`config.mk`:
```
export PLATFORM = sky130hd
export DESIGN_NAME = byte_queue
export DESIGN_NICKNAME = d
export VERILOG_FILES = /design/src/rtl/byte_queue_pkg.sv /design/src/rtl/rise_detect.sv /design/src/rtl/byte_queue.sv
export SDC_FILE = /design/constraint.sdc
export NUM_CORES = 1
export LEC_CHECK = 0
export ABC_AREA = 0
export BUFFER_PORTS_ARGS = -buffer_cell sky130_fd_sc_hd__buf_2
export CAP_MARGIN = 20
export CORE_UTILIZATION = 30
export DETAILED_ROUTE_END_ITERATION = 7
export GPL_ROUTABILITY_DRIVEN = 0
export PLACE_DENSITY = 0.52
export SETUP_SLACK_MARGIN = 0.4
export SYNTH_ARGS = -nofsm -noshare
export SYNTH_HDL_FRONTEND = slang
export SYNTH_SLANG_ARGS = --single-unit
```
`constraint.sdc`:
```
create_clock -name clock_10KHz -period 5.07 [get_ports clock_10KHz]
set_clock_uncertainty 0.2 [all_clocks]
set_input_delay 0.507 -clock clock_10KHz [delete_from_list [all_inputs] [get_ports clock_10KHz]]
set_output_delay 0.507 -clock clock_10KHz [all_outputs]
set_load 0.005 [all_outputs]
```
`src/rtl/byte_queue_pkg.sv`:
```
// Shared types and sizing for the deserializer output queue.
// Latency: n/a (types and constants only).
// Backpressure: n/a.
package byte_queue_pkg;

  localparam int QUEUE_DEPTH = 8;
  localparam int QUEUE_WIDTH = 8;

  typedef enum logic [1:0] {ENQ_IDLE, ENQ_ACK, ENQ_RELEASE} enq_state_t;

  typedef logic [QUEUE_WIDTH-1:0] byte_t;

endpackage

```
`src/rtl/rise_detect.sv`:
```
// Rising-edge detector: pulses while d is high and was low on the previous clock.
// Latency: combinational against one registered history bit.
// Backpressure: none; every edge is reported once.
module rise_detect (
  input  logic clk,
  input  logic rst,
  input  logic d,
  output logic rise
);

  logic d_q;

  // Remember last cycle's level; reset forgets it so a level held through reset is seen as new.
  always_ff @(posedge clk) begin
    if (rst) d_q <= 1'b0;
    else     d_q <= d;
  end

  assign rise = d & ~d_q;

endmodule

```
`src/rtl/byte_queue.sv`:
```
// Eight-entry byte FIFO between the deserializer and the user; optional BYTE_QUEUE_FWFT_EN shows the head directly.
// Latency: byte stored on the accepting edge, ack_out one cycle later; dequeued byte on data_out after the edge.
// Backpressure: when full the deserializer's level request is left pending until a dequeue makes room.
module byte_queue
  import byte_queue_pkg::*;
#(
  parameter int DEPTH = QUEUE_DEPTH,
  parameter int WIDTH = QUEUE_WIDTH
) (
  input  logic                     clock_10KHz,
  input  logic                     rst,
  input  logic [WIDTH-1:0]         data_in,
  input  logic                     enqueue_in,
  output logic                     ack_out,
  input  logic                     dequeue_in,
  output logic [WIDTH-1:0]         data_out,
  output logic [$clog2(DEPTH):0]   len_out,
  output logic                     full_out,
  output logic                     empty_out
);

  localparam int PW = $clog2(DEPTH);
  localparam int LW = PW + 1;

  logic [WIDTH-1:0] mem [DEPTH];
  logic [PW-1:0]    wp;
  logic [PW-1:0]    rp;
  logic [LW-1:0]    len;
  enq_state_t       state;
  enq_state_t       state_nxt;
  logic             deq_rise;
  logic             dq_fire;
  logic             wr_fire;
  logic             is_full;
  logic             is_empty;

  rise_detect u_deq_edge (
    .clk  (clock_10KHz),
    .rst  (rst),
    .d    (dequeue_in),
    .rise (deq_rise)
  );

  // Fullness/emptiness are judged on the registered count, i.e. at the start of the cycle.
  assign is_full  = (len == LW'(DEPTH));
  assign is_empty = (len == '0);
  assign dq_fire  = deq_rise & ~is_empty;

  // Enqueue handshake: accept once, pulse ack, then insist the request drops before re-arming.
  always_comb begin
    state_nxt = state;
    wr_fire   = 1'b0;
    case (state)
      ENQ_IDLE: begin
        if (enqueue_in && (!is_full || dq_fire)) begin
          wr_fire   = 1'b1;
          state_nxt = ENQ_ACK;
        end
      end
      ENQ_ACK:     state_nxt = ENQ_RELEASE;
      ENQ_RELEASE: if (!enqueue_in) state_nxt = ENQ_IDLE;
      default:     state_nxt = ENQ_IDLE;
    endcase
  end

  // Handshake state register.
  always_ff @(posedge clock_10KHz) begin
    if (rst) state <= ENQ_IDLE;
    else     state <= state_nxt;
  end

  // Storage array is deliberately not reset; only the pointers and count define validity.
  always_ff @(posedge clock_10KHz) begin
    if (wr_fire && !rst) mem[wp] <= data_in;
  end

  // Pointers, occupancy and the registered ack pulse.
  always_ff @(posedge clock_10KHz) begin
    if (rst) begin
      wp      <= '0;
      rp      <= '0;
      len     <= '0;
      ack_out <= 1'b0;
    end else begin
      if (wr_fire) wp <= wp + 1'b1;
      if (dq_fire) rp <= rp + 1'b1;
      case ({wr_fire, dq_fire})
        2'b10:   len <= len + 1'b1;
        2'b01:   len <= len - 1'b1;
        default: len <= len;
      endcase
      ack_out <= (state == ENQ_ACK);
    end
  end

  assign len_out   = len;
  assign full_out  = is_full;
  assign empty_out = is_empty;

`ifdef BYTE_QUEUE_FWFT_EN
  // Head of queue shown directly; zero while nothing is stored.
  assign data_out = is_empty ? '0 : mem[rp];
`else
  logic [WIDTH-1:0] data_q;

  // Hold the most recently dequeued byte.
  always_ff @(posedge clock_10KHz) begin
    if (rst)          data_q <= '0;
    else if (dq_fire) data_q <= mem[rp];
  end

  assign data_out = data_q;
`endif

endmodule

```
# [Word level (Yosys, flattened, before mapping)]
# Memory sizes are Yosys's and may differ from the RTL's. A register that Yosys moved wholly into a read port is not among the register bits.
# Index checks and enable logic that the tools add are counted.
[totals] in_bits=12 out_inout_bits=15 ram_bits=64 ff_bits=14 memories=1
[classes] n_reduce_logical=9 muxes=8 bitwise_logic=4 n_addsub=4 n_eq_ne=7
[memory_table] name="mem" words=8 width=8 read_ports=1 rd_ports_with_merged_regs=1 wr=1 line="byte_queue.sv:25" text="logic [WIDTH-1:0] mem [DEPTH];"
[op_table] cell="$pmux W4 S2" n=1
[op_table] cell="$add A3 B1 Y3 const B" n=2
[op_table] cell="$pmux W2 S3" n=1
[op_table] cell="$add A4 B1 Y4 const B" n=1
[op_table] cell="$eq A2 B1 Y1 const B" n=2
[op_table] cell="$eq A2 B2 Y1 const B" n=2
[op_table] cell="$eq A4 B4 Y1 const B" n=1
[op_table] cell="$logic_not A4 Y1" n=1
[op_table] cell="$mux W1" n=4
[op_table] cell="$mux W2" n=2
[op_table] cell="$ne A2 B2 Y1 const B" n=2
[op_table] cell="$sub A4 B1 Y4 const B" n=1
[op_table] cell="$and A1 B1 Y1" n=2
[op_table] cell="$logic_and A1 B1 Y1" n=2
[op_table] cell="$logic_not A1 Y1" n=2
[op_table] cell="$logic_not A2 Y1" n=1
[op_table] cell="$not A1 Y1" n=2
[op_table] cell="$reduce_and A2 Y1" n=1
[op_table] cell="$reduce_bool A2 Y1" n=1
[op_table] cell="$logic_or A1 B1 Y1" n=1

# [Depth between registers and ports, before layout]
[depth] depth_word=10 ltp_mapped=11

# [Cells and area by module]
# From an unflattened synthesis, not the netlist that was laid out.
[hier_totals] cells_unflattened=203 hier_area_um2=3417.0
[by_module_without_submodules] mod="byte_queue" cells_per_inst=200 instances=1 area_each_um2=3369.5
[by_module_without_submodules] mod="rise_detect" cells_per_inst=3 instances=1 area_each_um2=47.5

# [Least setup slack after synthesis]
# No wires, ideal clock.
[synth_path] path_kind="register -> register" from="reg len[0] (netlist: len_out[0])" to="reg len[3] (netlist: len_out[3])" arrival_time_ps=2565 setup_time_ps=74 slack_ps=2231 t_required_ps=4796 path_buffers=1 stages_incl_launch_ff=11 path_cell_list="dfxtp_1 -> or4_4 -> inv_2 -> nor2_1 -> buf_6 -> ha_1 -> ha_1 -> a21oi_1 -> a21oi_1 -> or4_1 -> a21oi_1"
[synth_between] elab_chain_len=9 word_cells_on_any_way=15 classes_between="add/sub (2); eq/ne (3); mux (3); bitwise (2); reduce/logical (5)"
[synth_rtl] item="start: declaration" line="byte_queue.sv:28" text="logic [LW-1:0] len;"
[synth_rtl] item="start signal: assignment" line="byte_queue.sv:88" text="2'b10: len <= len + 1'b1;"
[synth_rtl] item="start signal: assignment" line="byte_queue.sv:89" text="2'b01: len <= len - 1'b1;"
[synth_rtl] item="start signal: assignment" line="byte_queue.sv:90" text="default: len <= len;"
[synth_rtl] item="$logic_not A4 Y1 *" line="byte_queue.sv:46" text="assign is_empty = (len == '0);"
[synth_rtl] item="net empty_out" line="byte_queue.sv:19" text="output logic empty_out"
[synth_rtl] item="$not A1 Y1 *" line="byte_queue.sv:47" text="assign dq_fire = deq_rise & ~is_empty;"
[synth_rtl] item="$and A1 B1 Y1 *" line="byte_queue.sv:47"
[synth_rtl] item="net dq_fire" line="byte_queue.sv:32" text="logic dq_fire;"
[synth_rtl] item="$logic_or A1 B1 Y1" line="byte_queue.sv:55" text="if (enqueue_in && (!is_full || dq_fire)) begin"
[synth_rtl] item="$logic_and A1 B1 Y1" line="byte_queue.sv:55"
[synth_rtl] item="$mux W1" line="byte_queue.sv:55"
[synth_rtl] item="$mux W1" line="byte_queue.sv:53" text="case (state)"
[synth_rtl] item="$eq A2 B1 Y1 or $eq A2 B2 Y1 (tied branches)" line="byte_queue.sv:87" text="case ({wr_fire, dq_fire})"
[synth_rtl] item="$pmux W4 S2 or $reduce_bool A2 Y1 (tied branches)"
# Mark *: on every way through the listed nets, which the timed path passes. The rest lies on a longest branch.
# A chain may end at the register's enable or synchronous reset.

# [Final worst setup path]
[layout_path] from="reg len[0] (netlist: len_out[0])" to="reg len[3] (netlist: len_out[3])"
[layout_between] elab_chain_len=9 word_cells_on_any_way=15 classes_between="add/sub (2); eq/ne (3); mux (3); bitwise (2); reduce/logical (5)"
[layout_rtl] item="$logic_not A4 Y1" line="byte_queue.sv:46"
[layout_rtl] item="$not A1 Y1" line="byte_queue.sv:47"
[layout_rtl] item="$and A1 B1 Y1" line="byte_queue.sv:47"
[layout_rtl] item="$logic_or A1 B1 Y1" line="byte_queue.sv:55"
[layout_rtl] item="$logic_and A1 B1 Y1" line="byte_queue.sv:55"
[layout_rtl] item="$mux W1" line="byte_queue.sv:55"
[layout_rtl] item="$mux W1" line="byte_queue.sv:53"
[layout_rtl] item="$eq A2 B1 Y1 or $eq A2 B2 Y1 (tied branches)" line="byte_queue.sv:87"
[layout_rtl] item="$pmux W4 S2 or $reduce_bool A2 Y1 (tied branches)"
# Parallel ways exist; a longest one is shown, timed or not.

==> run_results.csv <==
group,metric,value,unit
synth,synth_top_area_cell,"edfxtp_1",
setup_path,rr_startpoint,"len_out[0]",
timing,drv_slew,0,
clocking,clk_latency,340,ps
setup_path,start_kind,"flop",
setup_path,critPathArrivalTime,3030,ps
synth,synth-edff-count,64,
detailed_routing,drc,0,
global_routing,grt_pass1_vias,1736,
setup_path,cp_cell_sequence,"nor4b_2, a2111oi_4, inv_1, ha_1, ha_1, a21oi_1, a21oi_1, or4_1, a21oi_1",
setup_path,crit_required,5130,ps
floorplan,core-area,0.0110,mm^2
detailed_routing,vias,1785,
place,placed_area,0.00371,mm^2
clocking,cts.root.buffer_cell,"clkbuf_16",
floorplan,die-area,0.0119,mm^2
setup_path,end_kind,"flop",
synth,ys_types,38,
synth,avgSynthCellArea,16.6,um^2
global_routing,overflow,0,
setup_path,cp_max_fo,6,
clocking,postCtsSetupBuffers,0,
clocking,cts.clk_slew.worst_paths,60,ps
global_routing,antenna_found_initial,0,
floorplan,die_h,109,um
power_and_ir_drop,power_frac_comb,0.214,
timing,finalCritPeriodShare,0.585,
setup_path,path_class,"reg2reg",
setup_path,r2r-end,"len_out[3]",
timing,fin_crit,2960,ps
global_routing,grt_max_degree,24,
detailed_routing,drtAntennaViolNets,0,
clocking,cts_resized,0,
synth,synth-simple-area-share,0.105,
timing,finalHoldViolations,0,
finish,antenna_cells,0,
synth,yosysMostFrequentCell,"edfxtp_1",
clocking,ctsHoldBuffers,0,
synth,synth_common_cells,"edfxtp_1, dfxtp_1, nor2_1",
clocking,cts_max_level,3,
synth,synth_area_leaders,"edfxtp_1, dfxtp_1, mux4_2",
synth,yosysTopAreaCellShare,0.558,
setup_path,timing.critical_path.buf_inv,1,
detailed_routing,dr.first_iter.drc_count,94,
setup_path,cp_num_cells,9,
synth,synth_top_family_by_area,"multiplexers",
synth,ys_seq_area_frac,0.686,
floorplan,start_util,0.312,
setup_path,timing.critical_path.mode_cell,"a21oi_1",
timing,fmax,337,MHz
timing,relSlewSlack,0.329,
floorplan,die_w,109,um
timing,rsz0062_at_grt,"no",
worst_hold_path,hold_class,"in2reg",
synth,synthArstFlopShare,0,
setup_path,ff2ff_path_depth,9,
synth,syn_area,0.00345,mm^2
setup_path,crit_start,"len_out[0]",
status,status,"completed",
place,place_hpwl,4.02,mm
clocking,clockBufferDepth,2,
finish,nets,256,
power_and_ir_drop,p_sw,0.524,mW
clocking,cts_tree,"built",
synth,synth-xor-area-share,0.0127,
power_and_ir_drop,power_density,465,mW/mm^2
floorplan,io_pins,27,
timing,setup_tns,0,ps
setup_path,slowest_stage,"a2111oi_4",
synth,synthFlopType,"edfxtp_1",
finish,syn2layout_area_growth,15.9,%
job,max-cap-violations,0,
power_and_ir_drop,leakagePower,1.34,nW
synth,synth-seq-cells,86,
floorplan,placementRows,38,
power_and_ir_drop,swShare,0.283,
detailed_routing,vias_per_cell,4.66,
power_and_ir_drop,ir_drop,0.236,mV
power_and_ir_drop,total_power,1.86,mW
synth,synth_adder_area_share,0.0240,
global_routing,grtUsageTotal,0.123,
detailed_routing,route.detailed.wl_per_inst,16.9,um
power_and_ir_drop,intPower,1.33,mW
detailed_routing,wl,6.49,mm
setup_path,slowest_delay,530,ps
synth,synth_nets,225,
finish,final_area,0.00399,mm^2
synth,synthCells,207,
setup_path,rrSetupSlack,2110,ps
timing,worst_pin_slew,1000,ps
detailed_routing,drtPass1Iterations,4,
place,portBuffers,26,
synth,synthMuxAreaShare,0.107,
finish,num-fill-cells,1075,
clocking,cts_made_buffers,9,
setup_path,cp-endpoint,"len_out[3]",
synth,yosys_warnings,0,
global_routing,grt_pass1_wl,10.2,mm
clocking,cts.sinks,86,
finish,drive_gt1_frac,0.346,
power_and_ir_drop,power_frac_clock,0.325,
synth,synth_compound_area_frac,0.0428,
setup_path,cp_top_family,"compound AO/OA/AOI/OAI gates",
timing,setup_viol,0,
power_and_ir_drop,seqPwrFrac,0.461,
-- flip-flops by register name, indices dropped and copies added (netlist names) --
name and cells:
ack_out 1, data_out 8, len_out 4, mem 64, rp 3, state 2
u_deq_edge.d_q 1, wp 3
-- worst register-to-register path: cells and delay by family, from the launching register on --
kind	cells	cell delay [ps]
flip-flops	1	470
AO/OA/AOI/OAI	4	960
buffers and inverters	1	100
AND/OR/NAND/NOR	2	610
adder cells (fa/ha/maj)	2	550
-- area by class of cell --
type                       count  area [um^2]  share of cell area
tap                          140          175              0.0439
clock buffer                   9          225              0.0564
sequential                    86         2360               0.592
clock inverter                 7         47.5              0.0119
multi-input combinational    106         1010               0.253
timing repair buffer          28          145              0.0364
inverter                       7         26.3             0.00658
-- metal layers --
metal  wire, um  GRT usage
met1       2840      0.164
met2       3060      0.188
met3        504     0.0448
met4         85     0.0371
met5          0          0
-- power by group through the flow --
stage,Sequential [mW],Clock (mW),Combinational (mW)
global route,0.862,0.648,0.444
floorplan,0.862,0,0.306
global placement,0.870,0,0.399
finish,0.855,0.604,0.397
detailed placement,0.870,0,0.404
CTS,0.856,0.621,0.406
-- worst min path at each step --
stage	start	end	slack [ps]	cells past startpoint
6_report	dequeue_in	u_deq_edge.d_q	210	2
5_1_grt	dequeue_in	u_deq_edge.d_q	230	2
4_1_cts	dequeue_in	u_deq_edge.d_q	210	2
3_5_place_dp	data_out[6]	data_out[6]	290	2
3_3_place_gp	data_out[5]	data_out[5]	300	2
2_1_floorplan	len_out[3]	len_out[3]	290	2
-- cell families (layout without fill, tap and decap cells) --
group / Yosys count / in the layout
muxes: 17 / 17
AOI/OAI and AO/OA: 21 / 21
and+or+nand+nor: 57 / 57
xor gates and xnor gates: 5 / 5
DFF: 86 / 86
adders and majority gates: 6 / 6
buffers and inverters: 15 / 51
-- through the flow --
stage	hold slack, ps	setup WS [ps]	utilization	cells
2_1_floorplan	288	2230	-	207
3_3_place_gp	295	1660	0.336	366
3_5_place_dp	294	1610	0.337	366
4_1_cts	209	1650	0.361	382
5_1_grt	229	1920	0.362	383
6_report	211	2110	0.362	383
-- cell usage in the layout, fill, tap and decap left out, drive strengths merged, types with 2 or more instances in the layout --
cell    Yosys  final
or4         2      2
nor2b       2      2
a21oi       9      9
dfxtp      22     22
buf         5     28
inv         7      9
o22ai       8      8
xnor2       3      3
ha          5      5
edfxtp     64     64
nor2       26     26
nand3       4      4
nand2b      6      6
nor3       10     10
nand2       3      3
clkinv      0      4
clkbuf      3      9
xor2        2      2
mux4       16     16
Note: power is estimated with default switching activity, not from simulation.
